<file path="src/rtl/pipe_ctrl_pkg.sv">
// Shared helpers for the pipeline flow controller: count width, popcount and parameter checks.
// Count helpers are sized for the largest supported depth; callers truncate to their own width.
`ifndef PIPE_CTRL_CHECK_PARAMS
`define PIPE_CTRL_CHECK_PARAMS(S, M) \
  if ((S) < 1 || (S) > pipe_ctrl_pkg::PC_MAX_STAGE || (M) < 1 || (M) > (S)) begin : g_param_err \
    $error("pipe_ctrl_flow: illegal STAGE/MAX_INFLIGHT combination"); \
  end
`endif

package pipe_ctrl_pkg;

  localparam int PC_MAX_STAGE = 64;
  localparam int PC_CNT_MAX_W = $clog2(PC_MAX_STAGE + 1);

  function automatic int cnt_w(input int stage);
    return $clog2(stage + 1);
  endfunction

  function automatic logic [PC_CNT_MAX_W-1:0] popcount(input logic [PC_MAX_STAGE-1:0] vec);
    logic [PC_CNT_MAX_W-1:0] n;
    n = '0;
    for (int i = 0; i < PC_MAX_STAGE; i++) begin
      n = n + PC_CNT_MAX_W'(vec[i]);
    end
    return n;
  endfunction

endpackage

</file>
<file path="src/rtl/pipe_ctrl_flow_if.sv">
// Handshake, control and status bundle between a pipeline controller and its neighbours.
// The controller takes the slave view; the upstream/downstream environment drives the master view.
interface pipe_ctrl_flow_if
  import pipe_ctrl_pkg::*;
#(
  parameter int STAGE = 4
);
  localparam int CNT_W = cnt_w(STAGE);

  logic             i_input_valid;
  logic             o_input_ready;
  logic             o_output_valid;
  logic             i_output_ready;
  logic             i_stall;
  logic             i_flush;
  logic [STAGE-1:0] i_kill;
  logic [STAGE-1:0] o_pipe_ctrl;
  logic [STAGE-1:0] o_stage_valid;
  logic [CNT_W-1:0] o_count;
  logic             o_empty;

  modport master (
    output i_input_valid, i_output_ready, i_stall, i_flush, i_kill,
    input  o_input_ready, o_output_valid, o_pipe_ctrl, o_stage_valid, o_count, o_empty
  );

  modport slave (
    input  i_input_valid, i_output_ready, i_stall, i_flush, i_kill,
    output o_input_ready, o_output_valid, o_pipe_ctrl, o_stage_valid, o_count, o_empty
  );

endinterface

</file>
<file path="src/rtl/pipe_ctrl_flow_stage.sv">
// One occupancy bit of the pipeline; e is the occupancy after this cycle's kill/flush.
// Holds its token unless the downstream stage loads it, and may refill in the same cycle.
module pipe_ctrl_flow_stage (
  input  logic i_clk,
  input  logic reset,
  input  logic rv_in,
  input  logic rv_out,
  input  logic kill,
  input  logic flush,
  output logic occ,
  output logic e
);

  logic occ_d;
  logic occ_q;

  always_comb begin
    e     = occ_q & ~kill & ~flush;
    occ_d = rv_in | (e & ~rv_out);
  end

  always_ff @(posedge i_clk) begin
    if (reset) begin
      occ_q <= 1'b0;
    end else begin
      occ_q <= occ_d;
    end
  end

  assign occ = occ_q;

endmodule

</file>
<file path="src/rtl/pipe_ctrl_flow.sv">
// Valid/ready controller generating load enables for a STAGE-deep datapath, with stall, flush, kill and credit limit.
// STAGE cycles input to output when unblocked; ready ripples back combinationally from i_output_ready.
module pipe_ctrl_flow
  import pipe_ctrl_pkg::*;
#(
  parameter int STAGE        = 4,
  parameter int MAX_INFLIGHT = STAGE
) (
  input  logic            i_clk,
  input  logic            i_reset,
  pipe_ctrl_flow_if.slave bus
);

  localparam int CNT_W = cnt_w(STAGE);

  `PIPE_CTRL_CHECK_PARAMS(STAGE, MAX_INFLIGHT)

  logic [STAGE-1:0]        occ;
  logic [STAGE-1:0]        e;
  logic [STAGE:0]          v;
  logic [STAGE:0]          r;
  logic [STAGE:0]          rv;
  logic [STAGE-1:0]        occ_nxt;
  logic [PC_MAX_STAGE-1:0] e_ext;
  logic [PC_MAX_STAGE-1:0] nxt_ext;
  logic                    gate;
  logic                    fire_out;
  logic                    credit_ok;
  logic                    in_rdy;
  logic [CNT_W-1:0]        count_d;
  logic [CNT_W-1:0]        count_q;
  logic                    empty_d;
  logic                    empty_q;

  for (genvar g = 0; g < STAGE; g++) begin : g_stage
    pipe_ctrl_flow_stage u_stage (
      .i_clk  (i_clk),
      .reset  (i_reset),
      .rv_in  (rv[g]),
      .rv_out (rv[g+1]),
      .kill   (bus.i_kill[g]),
      .flush  (bus.i_flush),
      .occ    (occ[g]),
      .e      (e[g])
    );
  end

  always_comb begin
    gate = ~bus.i_stall & ~bus.i_flush & ~i_reset;

    v[0] = bus.i_input_valid;
    for (int i = 0; i < STAGE; i++) begin
      v[i+1] = e[i];
    end

    // Ready ripples from the output back towards the input.
    r[STAGE] = bus.i_output_ready & gate;
    for (int i = STAGE - 1; i >= 0; i--) begin
      r[i] = (~e[i] | r[i+1]) & gate;
    end

    e_ext            = '0;
    e_ext[STAGE-1:0] = e;
    fire_out  = r[STAGE] & v[STAGE];
    credit_ok = (popcount(e_ext) < PC_CNT_MAX_W'(MAX_INFLIGHT)) | fire_out;
    in_rdy    = r[0] & credit_ok;

    rv[0] = in_rdy & v[0];
    for (int i = 1; i <= STAGE; i++) begin
      rv[i] = r[i] & v[i];
    end

    for (int i = 0; i < STAGE; i++) begin
      occ_nxt[i] = rv[i] | (e[i] & ~rv[i+1]);
    end

    nxt_ext            = '0;
    nxt_ext[STAGE-1:0] = occ_nxt;
    count_d = CNT_W'(popcount(nxt_ext));
    empty_d = (occ_nxt == '0);
  end

  always_ff @(posedge i_clk) begin
    if (i_reset) begin
      count_q <= '0;
      empty_q <= 1'b1;
    end else begin
      count_q <= count_d;
      empty_q <= empty_d;
    end
  end

  assign bus.o_input_ready  = in_rdy;
  assign bus.o_output_valid = e[STAGE-1] & ~bus.i_stall;
  assign bus.o_pipe_ctrl    = rv[STAGE-1:0];
  assign bus.o_stage_valid  = occ;
  assign bus.o_count        = count_q;
  assign bus.o_empty        = empty_q;

endmodule

</file>
<file path="src/flat_wrapper.sv">
// flat-port wrapper written by rule: the top's interface ports become plain ports
module pipe_ctrl_flow_flat import pipe_ctrl_pkg::*;
#(
  parameter int STAGE        = 4,
  parameter int MAX_INFLIGHT = STAGE
)
  (i_clk, i_reset, bus_i_input_valid, bus_i_output_ready, bus_i_stall, bus_i_flush, bus_i_kill, bus_o_input_ready, bus_o_output_valid, bus_o_pipe_ctrl, bus_o_stage_valid, bus_o_count, bus_o_empty);
  pipe_ctrl_flow_if #(.STAGE(STAGE)) bus_i ();
  input  logic i_clk;
  input  logic i_reset;
  input wire logic [$bits(bus_i.i_input_valid)-1:0] bus_i_input_valid;
  input wire logic [$bits(bus_i.i_output_ready)-1:0] bus_i_output_ready;
  input wire logic [$bits(bus_i.i_stall)-1:0] bus_i_stall;
  input wire logic [$bits(bus_i.i_flush)-1:0] bus_i_flush;
  input wire logic [$bits(bus_i.i_kill)-1:0] bus_i_kill;
  output wire logic [$bits(bus_i.o_input_ready)-1:0] bus_o_input_ready;
  output wire logic [$bits(bus_i.o_output_valid)-1:0] bus_o_output_valid;
  output wire logic [$bits(bus_i.o_pipe_ctrl)-1:0] bus_o_pipe_ctrl;
  output wire logic [$bits(bus_i.o_stage_valid)-1:0] bus_o_stage_valid;
  output wire logic [$bits(bus_i.o_count)-1:0] bus_o_count;
  output wire logic [$bits(bus_i.o_empty)-1:0] bus_o_empty;
  assign bus_i.i_input_valid = bus_i_input_valid;
  assign bus_i.i_output_ready = bus_i_output_ready;
  assign bus_i.i_stall = bus_i_stall;
  assign bus_i.i_flush = bus_i_flush;
  assign bus_i.i_kill = bus_i_kill;
  assign bus_o_input_ready = bus_i.o_input_ready;
  assign bus_o_output_valid = bus_i.o_output_valid;
  assign bus_o_pipe_ctrl = bus_i.o_pipe_ctrl;
  assign bus_o_stage_valid = bus_i.o_stage_valid;
  assign bus_o_count = bus_i.o_count;
  assign bus_o_empty = bus_i.o_empty;
  pipe_ctrl_flow #(.STAGE(STAGE), .MAX_INFLIGHT(MAX_INFLIGHT)) u_core (.i_clk(i_clk), .i_reset(i_reset), .bus(bus_i));
endmodule
</file>
<file path="config.mk">
export PLATFORM = sky130hd
export DESIGN_NAME = pipe_ctrl_flow_flat
export DESIGN_NICKNAME = d
export VERILOG_FILES = /design/src/rtl/pipe_ctrl_pkg.sv /design/src/rtl/pipe_ctrl_flow_if.sv /design/src/rtl/pipe_ctrl_flow_stage.sv /design/src/rtl/pipe_ctrl_flow.sv /design/src/flat_wrapper.sv
export SDC_FILE = /design/constraint.sdc
export NUM_CORES = 1
export LEC_CHECK = 0
export ABC_AREA = 1
export CAP_MARGIN = 20
export CORE_MARGIN = 4
export CORE_UTILIZATION = 30
export DETAILED_ROUTE_END_ITERATION = 16
export GPL_ROUTABILITY_DRIVEN = 0
export GPL_TIMING_DRIVEN = 0
export SETUP_SLACK_MARGIN = 0.3
export SLEW_MARGIN = 30
export SYNTH_ARGS = -nofsm -noshare
export SYNTH_HDL_FRONTEND = slang
export SYNTH_SLANG_ARGS = --single-unit
</file>
<file path="constraint.sdc">
create_clock -name i_clk -period 9.1 [get_ports i_clk]
set_clock_uncertainty 0.15 [all_clocks]
set_input_delay 2.275 -clock i_clk [delete_from_list [all_inputs] [get_ports i_clk]]
set_output_delay 2.275 -clock i_clk [all_outputs]
set_load 0.03 [all_outputs]
</file>
# Yosys cells after proc, flatten, opt, wreduce, memory -nomap -nowiden
# Cells that the tools add are included.
[totals]
wordCells = 64
register_bits = 8
inputBits = 10
output_inout_bits = 14
[classes]
addsub = 6
n_reduce_logical = 1
order_cmp = 1
n_bitwise = 50
[op_table]
columns = ["operator", "count"]
rows = [
  ["1-bit AND", 26],
  ["1-bit NOT", 15],
  ["7-bit by 1-bit adder with 7-bit output", 2],
  ["1-bit bitwise OR", 9],
  ["7-bit by 3-bit < comparator with 1-bit output (second input constant)", 1],
  ["3-bit by 1-bit adder with 3-bit output", 2],
  ["1-bit by 1-bit adder with 2-bit output", 2],
  ["4-bit zero test", 1],
]

# Depth between registers and ports, before layout
# Gate-level depths: netlist (run 1).
[logic_depth]
depth_word = 18
mapped_depth = 16
depth_no_buf = 16

# By module
# A second synthesis (run 1) with hierarchy kept.
[unflattened]
cells_unflattened = 93
hier_area_um2 = 670.6
[modules_own_cells]
columns = ["mod", "seq_area_each_um2", "cells_per_inst", "area_each_um2", "n_inst"]
rows = [
  ["pipe_ctrl_flow", 80.1, 57, 410.4, 1],
  ["pipe_ctrl_flow_stage", 20.0, 9, 65.1, 4],
]

# Worst setup path after synthesis (run 1)
# Ideal clock, no wire load.
[synth_timing]
kind = "in2out"
startpoint = "input bus_i_kill[0]"
endpoint = "output bus_o_input_ready"
stages = 7
t_arrival_ps = 4021
required_ps = 6675
n_path_buf = 0
setup_slack_ps = 2654
path_cell_list = "nor3_1 ha_1 ha_1 a31o_2 nand3_1 nand2_1 a21oi_1"
[synth_via]
elab_chain_cells = 9
elab_cells_between_ends = 12
cone_classes = "add/sub: 3; order compare: 1; bitwise: 8"
[synth_rtl]
columns = ["item", "line", "rtl"]
rows = [
  ["from (decl)", "flat_wrapper.sv:15", "input wire logic [$bits(bus_i.i_kill)-1:0] bus_i_kill;"],
  ["1-bit NOT (*)", "pipe_ctrl_flow_stage.sv:18", "e = occ_q & ~kill & ~flush;"],
  ["1-bit AND (*) (2 in a row)", "pipe_ctrl_flow_stage.sv:18", ""],
  ["1-bit by 1-bit adder with 2-bit output", "pipe_ctrl_pkg.sv:23", "n = n + PC_CNT_MAX_W'(vec[i]);"],
  ["7-bit by 1-bit adder with 7-bit output (2 in a row)", "pipe_ctrl_pkg.sv:23", ""],
  ["7-bit by 3-bit < comparator with 1-bit output", "pipe_ctrl_flow.sv:65", "credit_ok = (popcount(e_ext) < PC_CNT_MAX_W'(MAX_INFLIGHT)) | fire_out;"],
  ["1-bit bitwise OR", "pipe_ctrl_flow.sv:65", ""],
  ["1-bit AND (*)", "pipe_ctrl_flow.sv:66", "in_rdy = r[0] & credit_ok;"],
  ["to (decl)", "flat_wrapper.sv:16", "output wire logic [$bits(bus_i.o_input_ready)-1:0] bus_o_input_ready;"],
]
# Mark *: on every way between the ends. The rest lies on a longest branch, timed or not.

# Worst setup path in the final report (run 1)
[layout_timing]
startpoint = "input bus_i_flush"
endpoint = "output bus_o_pipe_ctrl[0]"
[layout_via]
elab_chain_cells = 14
elab_cells_between_ends = 28
cone_classes = "add/sub: 3; order compare: 1; bitwise: 24"
[layout_rtl]
columns = ["item", "line", "rtl"]
rows = [
  ["from (decl)", "flat_wrapper.sv:14", "input wire logic [$bits(bus_i.i_flush)-1:0] bus_i_flush;"],
  ["1-bit NOT (*)", "pipe_ctrl_flow_stage.sv:18, pipe_ctrl_flow.sv:49", ""],
  ["parallel branches: the longest is 11 deep, another holds 7-bit by 1-bit adder with 7-bit output", "n/a", ""],
  ["1-bit AND (*)", "pipe_ctrl_flow.sv:66", ""],
  ["1-bit AND (*)", "pipe_ctrl_flow.sv:68", "rv[0] = in_rdy & v[0];"],
  ["to (decl)", "flat_wrapper.sv:18", "output wire logic [$bits(bus_i.o_pipe_ctrl)-1:0] bus_o_pipe_ctrl;"],
]
# Mark *: on every way between the ends.

==> run summary, run 1 <==
share of cells above drive strength 1 = 0.204
VDD IR max = 0.0000304 V
worst r2r src = u_core.g_stage[0].u_stage.occ
die area = 2800 um2
status = completed
core footprint = 1820 um2
Crit Reg-Reg Endpoint = u_core.bus.o_count[1]
Final min period = 7680 ps
FILL cells = 204
I/O Pins = 24
pin count of the biggest net entering global routing = 7
path depth of the worst reg2reg path = 15
Final Setup Violations = 0
Clock Pin Slew Worst Setup and Hold Paths = 50 ps
fmax = 130 MHz
Tcrit/Tclk final = 0.843
WP data arrival = 5250 ps
Mapped Nets = 98
Max transition margin = 0.645
Syn Std Cell Area = 604 um2
Detailed Routing Iterations Pass 1 = 3
placed inst area = 866 um2
yosys warns = 0
TritonCTS clock tree = done
FP Rows = 15
Syn Area/Cell = 7.37 um2
Final nets = 126
area delta synth->final = 47.0%
post-DR wirelength/cell = 8.30 um
GRT overflow = 0
Reg2Reg Setup Slack = 5900 ps
Lkg Pwr = 0.000437 uW
Synth top area share = 0.265
Worst EP required = 6680 ps
CTS sink cnt = 8
CP startpoint kind = primary input
hold-fix buffers at CTS = 0
DR WL met2 = 546 um
Slew Viols, Final = 0
worst-case clock buffer depth = 2
top layer reached by signal wires = met4
Unique masters post-synth = 20
met1 WL = 478 um
cell with the most instances after synthesis = inv_1
die width = 52.9 um
Setup TNS = 0 ps
Starting Density = 0.332
Post-Synthesis Cells = 82
initial drt markers = 3
setup bufs post-CTS = 0
Port Buffers = 23
RSZ-0062 raised after global routing = no
Worst Setup End Kind = primary output
CTS resizes = 0
via count = 548
DPL Wire Length = 1010 um
vias in the first global route = 507
ANT nets after route = 0
post-synthesis register bit count = 8
met3 WL post-DR = 60 um
WHS Path Cells = 4
sequential share of the synthesized area = 0.265
Avg Vias per Cell = 4.12
largest area contributor in the netlist = dfxtp_1
total track usage = 0.0954
initial antenna violation count = 0
Worst Hold Endpoint = u_core.g_stage[3].u_stage.occ
die height = 52.9 um
HP Class = flip-flop to flip-flop
HP Start = u_core.g_stage[2].u_stage.occ
fin area = 888 um2
first-pass GRT wire length = 1950 um
Inserted Diodes = 0
Slew @ Worst Pin = 529 ps
Pwr per Cell Area = 80.6 nW/um2
final hold violations = 0
Post-route DRC = 0
WL final = 1100 um
synth top area cells = dfxtp_1 27%, inv_1 14%, ha_1 10%
async set-reset flop share out of synthesis = 0
main flop type after synthesis = dfxtp_1
Post-synth EDFFs = 0
crit path max fanout = 5
CTS Root Buffer Type = clkbuf_4
H-Tree Depth = 1
Crit Path Class = primary input to primary output
Num CTS Buffers = 3
Synth top cells by count = 22 x inv_1, 12 x nand2_1, 8 x buf_4, 8 x dfxtp_1, 8 x nor2_1
worst skew pair latency = 240 ps
total of max-cap violations = 0
==> worst max-delay path, stage by stage <==
cell,delay (ps)
clkdlybuf4s50_1,520
nor3_1,500
ha_1,330
ha_1,280
a31o_2,230
nand3_1,60
nand2_1,100
nor3b_2,170
buf_4,120
clkdlybuf4s50_1,650
==> worst max-delay path by stage <==
| stage | start | end | slack (ps) | cells after the start |
|---|---|---|---|---|
| detailed placement | bus_i_flush | bus_o_pipe_ctrl[0] | 1420 | 10 |
| global route | bus_i_flush | bus_o_pipe_ctrl[0] | 1230 | 10 |
| floorplan | bus_i_kill[0] | bus_o_input_ready | 2650 | 7 |
| finish | bus_i_flush | bus_o_pipe_ctrl[0] | 1420 | 10 |
| global placement | bus_i_flush | bus_o_pipe_ctrl[0] | 1430 | 10 |
| CTS | bus_i_flush | bus_o_pipe_ctrl[0] | 1410 | 10 |
==> kinds of logic after synthesis <==
kind of cell             synth area share
flip-flops                          0.265
adder cells (fa/ha/maj)             0.137
AO/OA/AOI/OAI                       0.101
AND/OR/NAND/NOR                     0.261
buffers and inverters               0.236
==> cell type report <==
cell class              count  area (um2)  share of cell area
multi-input cells          44         302               0.339
repair buffers             23         230               0.259
well taps                  25        31.3              0.0352
clock buffers               3        22.5              0.0254
inverters                  22        82.6              0.0930
flip-flops and latches      8         160               0.180
plain buffers               8        60.1              0.0676
==> report_power, final <==
group          switching, uW  internal, uW  leakage (uW)
sequential            0.0748          35.4     0.0000646
clock                   9.85          14.9     0.0000138
combinational           5.48          5.91      0.000359
==> through the flow <==
step,total power (uW),util,worst slack (ps),hold WS (ps),cells
CTS,73.0,0.488,1410,560,133
floorplan,41.1,-,2650,455,82
global route,76.2,0.488,1230,620,133
finish,71.6,0.488,1420,564,133
detailed placement,47.7,0.476,1420,552,130
global placement,47.6,0.476,1430,559,130
==> flip-flops by register name (all words and copies together), names as in the netlist <==
name                        flops
u_core.g_stage.u_stage.occ      4
u_core.bus.o_count              3
u_core.bus.o_empty              1
==> cell usage in the layout (no fill, tap or decap) <==
cell	netlist	layout
a21oi_1	1	1
a31o_2	1	1
buf_4	8	8
clkbuf_4	0	3
clkdlybuf4s50_1	0	23
dfxtp_1	8	8
fa_1	1	1
ha_1	5	5
inv_1	22	22
nand2_1	12	12
nand2_2	1	1
nand3_1	3	3
nand3_2	1	1
nor2_1	8	8
nor2_2	1	1
nor2_4	1	1
nor3_1	1	1
nor3_4	1	1
nor3b_2	1	1
o21ai_0	2	2
o21ai_2	3	3
o21bai_2	1	1
==> per-layer routing <==
layer | vias to the layer above | track usage
met3 | 2 | 0.0169
met5 | - | 0
met4 | 0 | 0.0638
li1 | 293 | -
met1 | 241 | 0.120
met2 | 12 | 0.147
(Power assumes the default switching activity.)
==> run 2: changes to the inputs <==
- clock period: 9.1 -> 7.2 ns (I/O delays scaled with it)
==> run 2 against run 1 <==
Final cell count did not move. Clock power rose by 27%. Core utilization increased by 0.27 points. Power grew 27%. Non-clock buffer count unchanged. Sequential power rose by 26%. Combinational power up 27%. Wire length grew 0.45%.
==> run summary, run 2 (synthesis results as in run 1) <==
pin count of the biggest net entering global routing = 7 (unchanged)
Reg2Reg Setup Slack = 4180 ps (-1720 ps)
first-pass GRT wire length = 1950 um (unchanged)
H-Tree Depth = 1 (unchanged)
FILL cells = 203 (-0.49%)
total track usage = 0.0954 (unchanged)
ANT nets after route = 0 (unchanged)
Lkg Pwr = 0.000438 uW (+0.29%)
GRT overflow = 0 (unchanged)
Port Buffers = 23 (unchanged)
Pwr per Cell Area = 102 nW/um2 (+26%)
Worst EP required = 5250 ps (-1430 ps)
CP max-delay cell = clkdlybuf4s50_1
Crit Path Class = primary input to primary output
Starting Density = 0.332 (unchanged)
via count = 549 (+0.18%)
CP startpoint kind = primary input
fmax = 151 MHz
Final nets = 126 (unchanged)
Reg power frac = 0.494 (about the same)
register area = 160 um2 (unchanged)
Clock Pin Slew Worst Setup and Hold Paths = 50 ps (about the same)
Power Internal = 71.1 uW (+26%)
HP Class = flip-flop to flip-flop
path depth of the worst reg2reg path = 15 (unchanged)
DPL Wire Length = 1010 um (unchanged)
clock share of power = 0.346 (about the same)
Tcrit/Tclk final = 0.917
post-DR wirelength/cell = 8.34 um (+0.45%)
max incr delay on CP = 650 ps (about the same)
most frequent cells in the layout = 23 x clkdlybuf4s50_1, 22 x inv_1, 12 x nand2_1
RSZ-0062 raised after global routing = no
FP Rows = 15 (unchanged)
switch share = 0.217 (+0.00161)
CTS sink cnt = 8 (unchanged)
HP Start = u_core.g_stage[0].u_stage.occ
Final Setup Violations = 0 (unchanged)
WL final = 1110 um (+0.45%)
Avg Vias per Cell = 4.13 (+0.18%)
Comb pwr share = 0.160 (about the same)
initial antenna violation count = 0 (unchanged)
footprint of the multi-input gates = 307 um2 (+1.7%)
Post-route DRC = 0 (unchanged)
Setup TNS = 0 ps (unchanged)
core footprint = 1820 um2 (unchanged)
VDD IR max = 0.0000387 V (+27%)
Num CTS Buffers = 3 (unchanged)
Slew Viols, Final = 0 (unchanged)
hold-fix buffers at CTS = 0 (unchanged)
Final Util = 0.491 (+0.00275)
I/O Pins = 24 (unchanged)
vias in the first global route = 507 (unchanged)
worst skew pair latency = 240 ps (about the same)
share of cells above drive strength 1 = 0.213 (+0.00926)
beginning of the critical path = bus_i_flush
fin cells = 133 (unchanged)
Worst Setup End Kind = primary output
setup bufs post-CTS = 0 (unchanged)
area delta synth->final = 47.8%
die area = 2800 um2 (unchanged)
WHS Path Cells = 6 (+2)
die height = 52.9 um (unchanged)
status = completed
initial drt markers = 5 (+2)
Worst Hold Endpoint = u_core.g_stage[1].u_stage.occ
Slew @ Worst Pin = 315 ps (-214 ps)
worst r2r src = u_core.g_stage[0].u_stage.occ
Max transition margin = 0.789 (+0.144)
worst-case clock buffer depth = 2 (unchanged)
Crit Reg-Reg Endpoint = u_core.bus.o_count[1]
total of max-cap violations = 0 (unchanged)
final hold violations = 0 (unchanged)
Design Power = 90.8 uW (+27%)
most common cell after layout, fill and taps aside = clkdlybuf4s50_1
WP data arrival = 4650 ps (-600 ps)
P_sw = 19.7 uW (+28%)
fin area = 893 um2 (+0.56%)
crit path cell chain = clkdlybuf4s50_1 -> nor2_1 -> nand2_1 -> inv_1 -> ha_1 -> ha_1 -> a31o_2 -> nand3_1 -> nand2_1 -> nor3b_2 -> buf_4 -> clkdlybuf4s50_1
TritonCTS clock tree = done
Inserted Diodes = 0 (unchanged)
Detailed Routing Iterations Pass 1 = 3 (unchanged)
Largest register FFs = 4 (unchanged)
die width = 52.9 um (unchanged)
placed inst area = 866 um2 (unchanged)
Post-Place Cells = 130 (unchanged)
Final min period = 6600 ps
CTS Root Buffer Type = clkbuf_4
crit path max fanout = 5 (unchanged)
[run 2: cell counts in the layout (fill, tap and decap cells not counted)]
No cell type changed its count.
[run 2: stage by stage]
step | setup slack, ps | hold slack [ps]
finish | 595 | 565
global route | 437 | 620
CTS | 459 | 560
detailed placement | 470 | 552
global placement | 479 | 559
floorplan | 1700 | 455
[run 2: how the worst max path moves through the flow]
stage	end	slack (ps)	cells past startpoint
after detailed placement	bus_o_pipe_ctrl[0]	470	10
after global routing	bus_o_pipe_ctrl[0]	440	12
final	bus_o_pipe_ctrl[0]	600	12
after CTS	bus_o_pipe_ctrl[0]	460	10
after global placement	bus_o_pipe_ctrl[0]	480	10
after floorplan	bus_o_input_ready	1700	7
[run 2: cell type report]
| class | count | area share |
|---|---|---|
| plain buffers | 8 | 0.0672 |
| clock buffers | 3 | 0.0252 |
| inverters | 22 | 0.0924 |
| multi-input cells | 44 | 0.343 |
| flip-flops and latches | 8 | 0.179 |
| well taps | 25 | 0.0350 |
| repair buffers | 23 | 0.258 |
[run 2: critical path, delay by kind of cell]
family	cells	cell delay, ps
fa+ha+maj	2	570
compound gates	1	230
buf+inv	4	1480
simple gates	5	570
[run 2: power by group through the flow]
stage | sequential, uW | combinational, uW | clock, uW
after floorplan | 46.2 | 5.79 | 0
after global placement | 45.7 | 14.4 | 0
after detailed placement | 45.7 | 14.5 | 0
after CTS | 44.8 | 14.6 | 32.8
after global routing | 44.7 | 15.8 | 35.9
final | 44.8 | 14.5 | 31.4
[run 2: what timing repair did]
action,in CTS,in global routing
gates resized for setup,0,1
setup endpoints to repair,0,1
endpoints found under the hold margin,0,0
[run 2: routing by layer]
layer	track usage	wire [um]	up-vias
li1	-	-	293
met1	0.120	481	242
met2	0.147	548	12
met3	0.0169	60	2
met4	0.0638	19	0
met5	0	0	-
==> run 3: changes to the inputs <==
- ABC_AREA: 1 -> 0
==> run 3 against run 2 <==
Wire length grew 28%. Largest cell class unchanged. Sequential share of layout area shrank 0.63 points. Critical path type unchanged. Core utilization shrank 2.8 points. Sequential power is essentially flat.
==> run summary, run 3 <==
status = completed
HP Start = u_core.g_stage[0].u_stage.occ
Final Setup Violations = 0 (unchanged)
Worst Hold Endpoint = u_core.g_stage[0].u_stage.occ
post-DR wirelength/cell = 11.9 um (+42%)
total track usage = 0.107 (+0.0114)
worst path bufs/invs = 3 (-1)
Mapped Nets = 84 (-14%)
post-synthesis register bit count = 8 (unchanged)
pin count of the biggest net entering global routing = 11 (+4)
die area = 2970 um2 (+6.3%)
CP max-delay cell = clkdlybuf4s50_1
Largest register FFs = 4 (unchanged)
initial drt markers = 10 (+5)
Reg2Reg Setup Slack = 3540 ps (-640 ps)
Avg Vias per Cell = 4.73 (+15%)
worst r2r src = u_core.g_stage[1].u_stage.occ
CP startpoint kind = primary input
Worst EP required = 5250 ps (about the same)
Tcrit/Tclk final = 0.933 (+0.0157)
Setup TNS = 0 ps (unchanged)
Starting Density = 0.324 (-0.00758)
most common cell after layout, fill and taps aside = clkdlybuf4s50_1
most frequent cells in the layout = 22 x clkdlybuf4s50_1, 8 x buf_4, 8 x dfxtp_1
Final Util = 0.463 (-0.0282)
Slew Viols, Final = 0 (unchanged)
VDD IR max = 0.0000901 V (+130%)
CTS sink cnt = 8 (unchanged)
die width = 54.5 um (+3.1%)
Synth top cells by count = 8 x buf_4, 8 x dfxtp_1, 5 x ha_1
core footprint = 2000 um2 (+10%)
worst-case clock buffer depth = 2 (unchanged)
Synth top area share = 0.247 (-0.0184)
RSZ-0062 raised after global routing = no
Slew @ Worst Pin = 767 ps (+452 ps)
share of cells above drive strength 1 = 0.237 (+0.0236)
initial antenna violation count = 0 (unchanged)
Syn Std Cell Area = 649 um2 (+7.5%)
Post-synth EDFFs = 0 (unchanged)
Port Buffers = 22 (-4.3%)
CTS Root Buffer Type = clkbuf_4
path depth of the worst reg2reg path = 12 (-3)
Num CTS Buffers = 3 (unchanged)
via count = 568 (+3.5%)
H-Tree Depth = 1 (unchanged)
yosys warns = 0 (unchanged)
HP Class = flip-flop to flip-flop
Inserted Diodes = 0 (unchanged)
FP Rows = 16 (+1)
Crit Reg-Reg Endpoint = u_core.bus.o_count[1]
ANT nets after route = 0 (unchanged)
DPL Wire Length = 1140 um (+14%)
Crit Path Class = primary input to primary output
Worst Setup End Kind = primary output
hold-fix buffers at CTS = 0 (unchanged)
Post-Synthesis Cells = 68 (-17%)
Final min period = 6720 ps (+113 ps)
WHS Path Cells = 2 (-4)
crit path max fanout = 7 (+2)
Detailed Routing Iterations Pass 1 = 4 (+1)
TritonCTS clock tree = done
WP data arrival = 4770 ps (+120 ps)
sequential share of the synthesized area = 0.247 (-0.0184)
total of max-cap violations = 0 (unchanged)
CTS resizes = 0 (unchanged)
async set-reset flop share out of synthesis = 0 (unchanged)
vias in the first global route = 564 (+11%)
Max transition margin = 0.487 (-0.301)
main flop type after synthesis = dfxtp_1
Post-route DRC = 0 (unchanged)
die height = 54.5 um (+3.1%)
Crit path max-delay family = buffers and inverters
fmax = 149 MHz (-1.7%)
setup bufs post-CTS = 0 (unchanged)
area delta synth->final = 42.6%
Pwr per Cell Area = 102 nW/um2 (+0.75%)
WL final = 1430 um (+28%)
I/O Pins = 24 (unchanged)
Final nets = 111 (-12%)
max incr delay on CP = 580 ps (-70 ps)
Lkg Pwr = 0.000358 uW (-18%)
Unique masters post-synth = 33 (+65%)
first-pass GRT wire length = 2300 um (+18%)
Syn Area/Cell = 9.55 um2 (+30%)
final hold violations = 0 (unchanged)
GRT overflow = 0 (unchanged)
worst skew pair latency = 250 ps (about the same)
FILL cells = 199 (-2.0%)
Clock Pin Slew Worst Setup and Hold Paths = 50 ps (about the same)
synth top area cells = dfxtp_1 25%, ha_1 9.6%, buf_4 9.2%
crit path cell chain = clkdlybuf4s50_1 -> nor3b_2 -> ha_1 -> ha_1 -> nand4bb_1 -> a221oi_1 -> a211oi_1 -> buf_4 -> clkdlybuf4s50_1
largest area contributor in the netlist = dfxtp_1
-- run 3: cell count changes in the layout (fill, tap and decap cells not counted), moves of 2 or more --
cell	before	now
nand2_1	12	3
o21ai_2	3	1
a31oi_1	0	2
nor2b_1	0	2
nor2_1	8	3
inv_1	22	4
nor3b_2	1	3
nor3b_1	0	2
o21ai_0	2	0
nand3_1	3	0
a21oi_1	1	4
a211oi_1	0	2
buf_6	0	2
-- run 3: cell type report --
type                    instances  area (um2)  area share
inverters                       5        18.8      0.0203
repair buffers                 22         220       0.238
well taps                      27        33.8      0.0365
plain buffers                  11        86.3      0.0932
flip-flops and latches          8         160       0.173
multi-input cells              44         384       0.415
clock buffers                   3        22.5      0.0243
-- run 3: worst max path at each step --
stage                     slack, ps                 end  cells past startpoint     startpoint
after CTS                       430  bus_o_pipe_ctrl[0]                      9  bus_i_kill[1]
after global routing            320  bus_o_pipe_ctrl[0]                     10  bus_i_kill[0]
after floorplan                1330   bus_o_input_ready                      8    bus_i_flush
after detailed placement        460  bus_o_pipe_ctrl[0]                      9  bus_i_kill[1]
final                           480  bus_o_pipe_ctrl[0]                      9  bus_i_kill[1]
after global placement          450  bus_o_pipe_ctrl[0]                      9  bus_i_kill[1]
-- run 3: stage by stage --
stage | hold slack [ps] | power, uW | setup WS [ps] | instance area [um2] | std cells
3_5_place_dp | 531 | 62.1 | 456 | 903 | 117
6_report | 530 | 94.8 | 483 | 926 | 120
5_1_grt | 581 | 99.3 | 324 | 926 | 120
2_1_floorplan | 468 | 54.2 | 1330 | 649 | 68
3_3_place_gp | 526 | 62.1 | 448 | 903 | 117
4_1_cts | 542 | 95.8 | 429 | 926 | 120
-- run 3: cells by family (layout without fill, tap and decap cells) --
logic type               count (synthesis)  count (layout)  synth area share
AO/OA/AOI/OAI                           19              19             0.237
adder cells (fa/ha/maj)                  6               6             0.127
buffers and inverters                   16              41             0.162
flip-flops                               8               8             0.247
AND/OR/NAND/NOR                         19              19             0.227
-- run 3: metal layers --
| metal | global-route usage | up-vias | wire (um) |
|---|---|---|---|
| li1 | - | 300 | - |
| met1 | 0.139 | 249 | 669 |
| met2 | 0.177 | 19 | 660 |
| met3 | 0.0327 | 0 | 95 |
| met4 | 0.0124 | 0 | 0 |
| met5 | 0 | - | 0 |
-- run 3: power breakdown --
| part | total (uW) | switching (uW) | internal (uW) |
|---|---|---|---|
| sequential | 44.9 | 0.149 | 44.8 |
| combinational | 16.2 | 7.49 | 8.67 |
| clock | 33.7 | 14.7 | 19.0 |
| total | 94.8 | 22.3 | 72.5 |
-- run 3: worst reg2reg max path: stages (launching register included) --
cell and delay [ps]:
dfxtp_1 320, nor3b_2 450, ha_1 330, ha_1 280, nand4bb_1 110, a221oi_1 540, o22ai_1 190, ha_1 310
inv_1 50, fa_1 410, inv_1 70, ha_1 210, nor2b_1 130
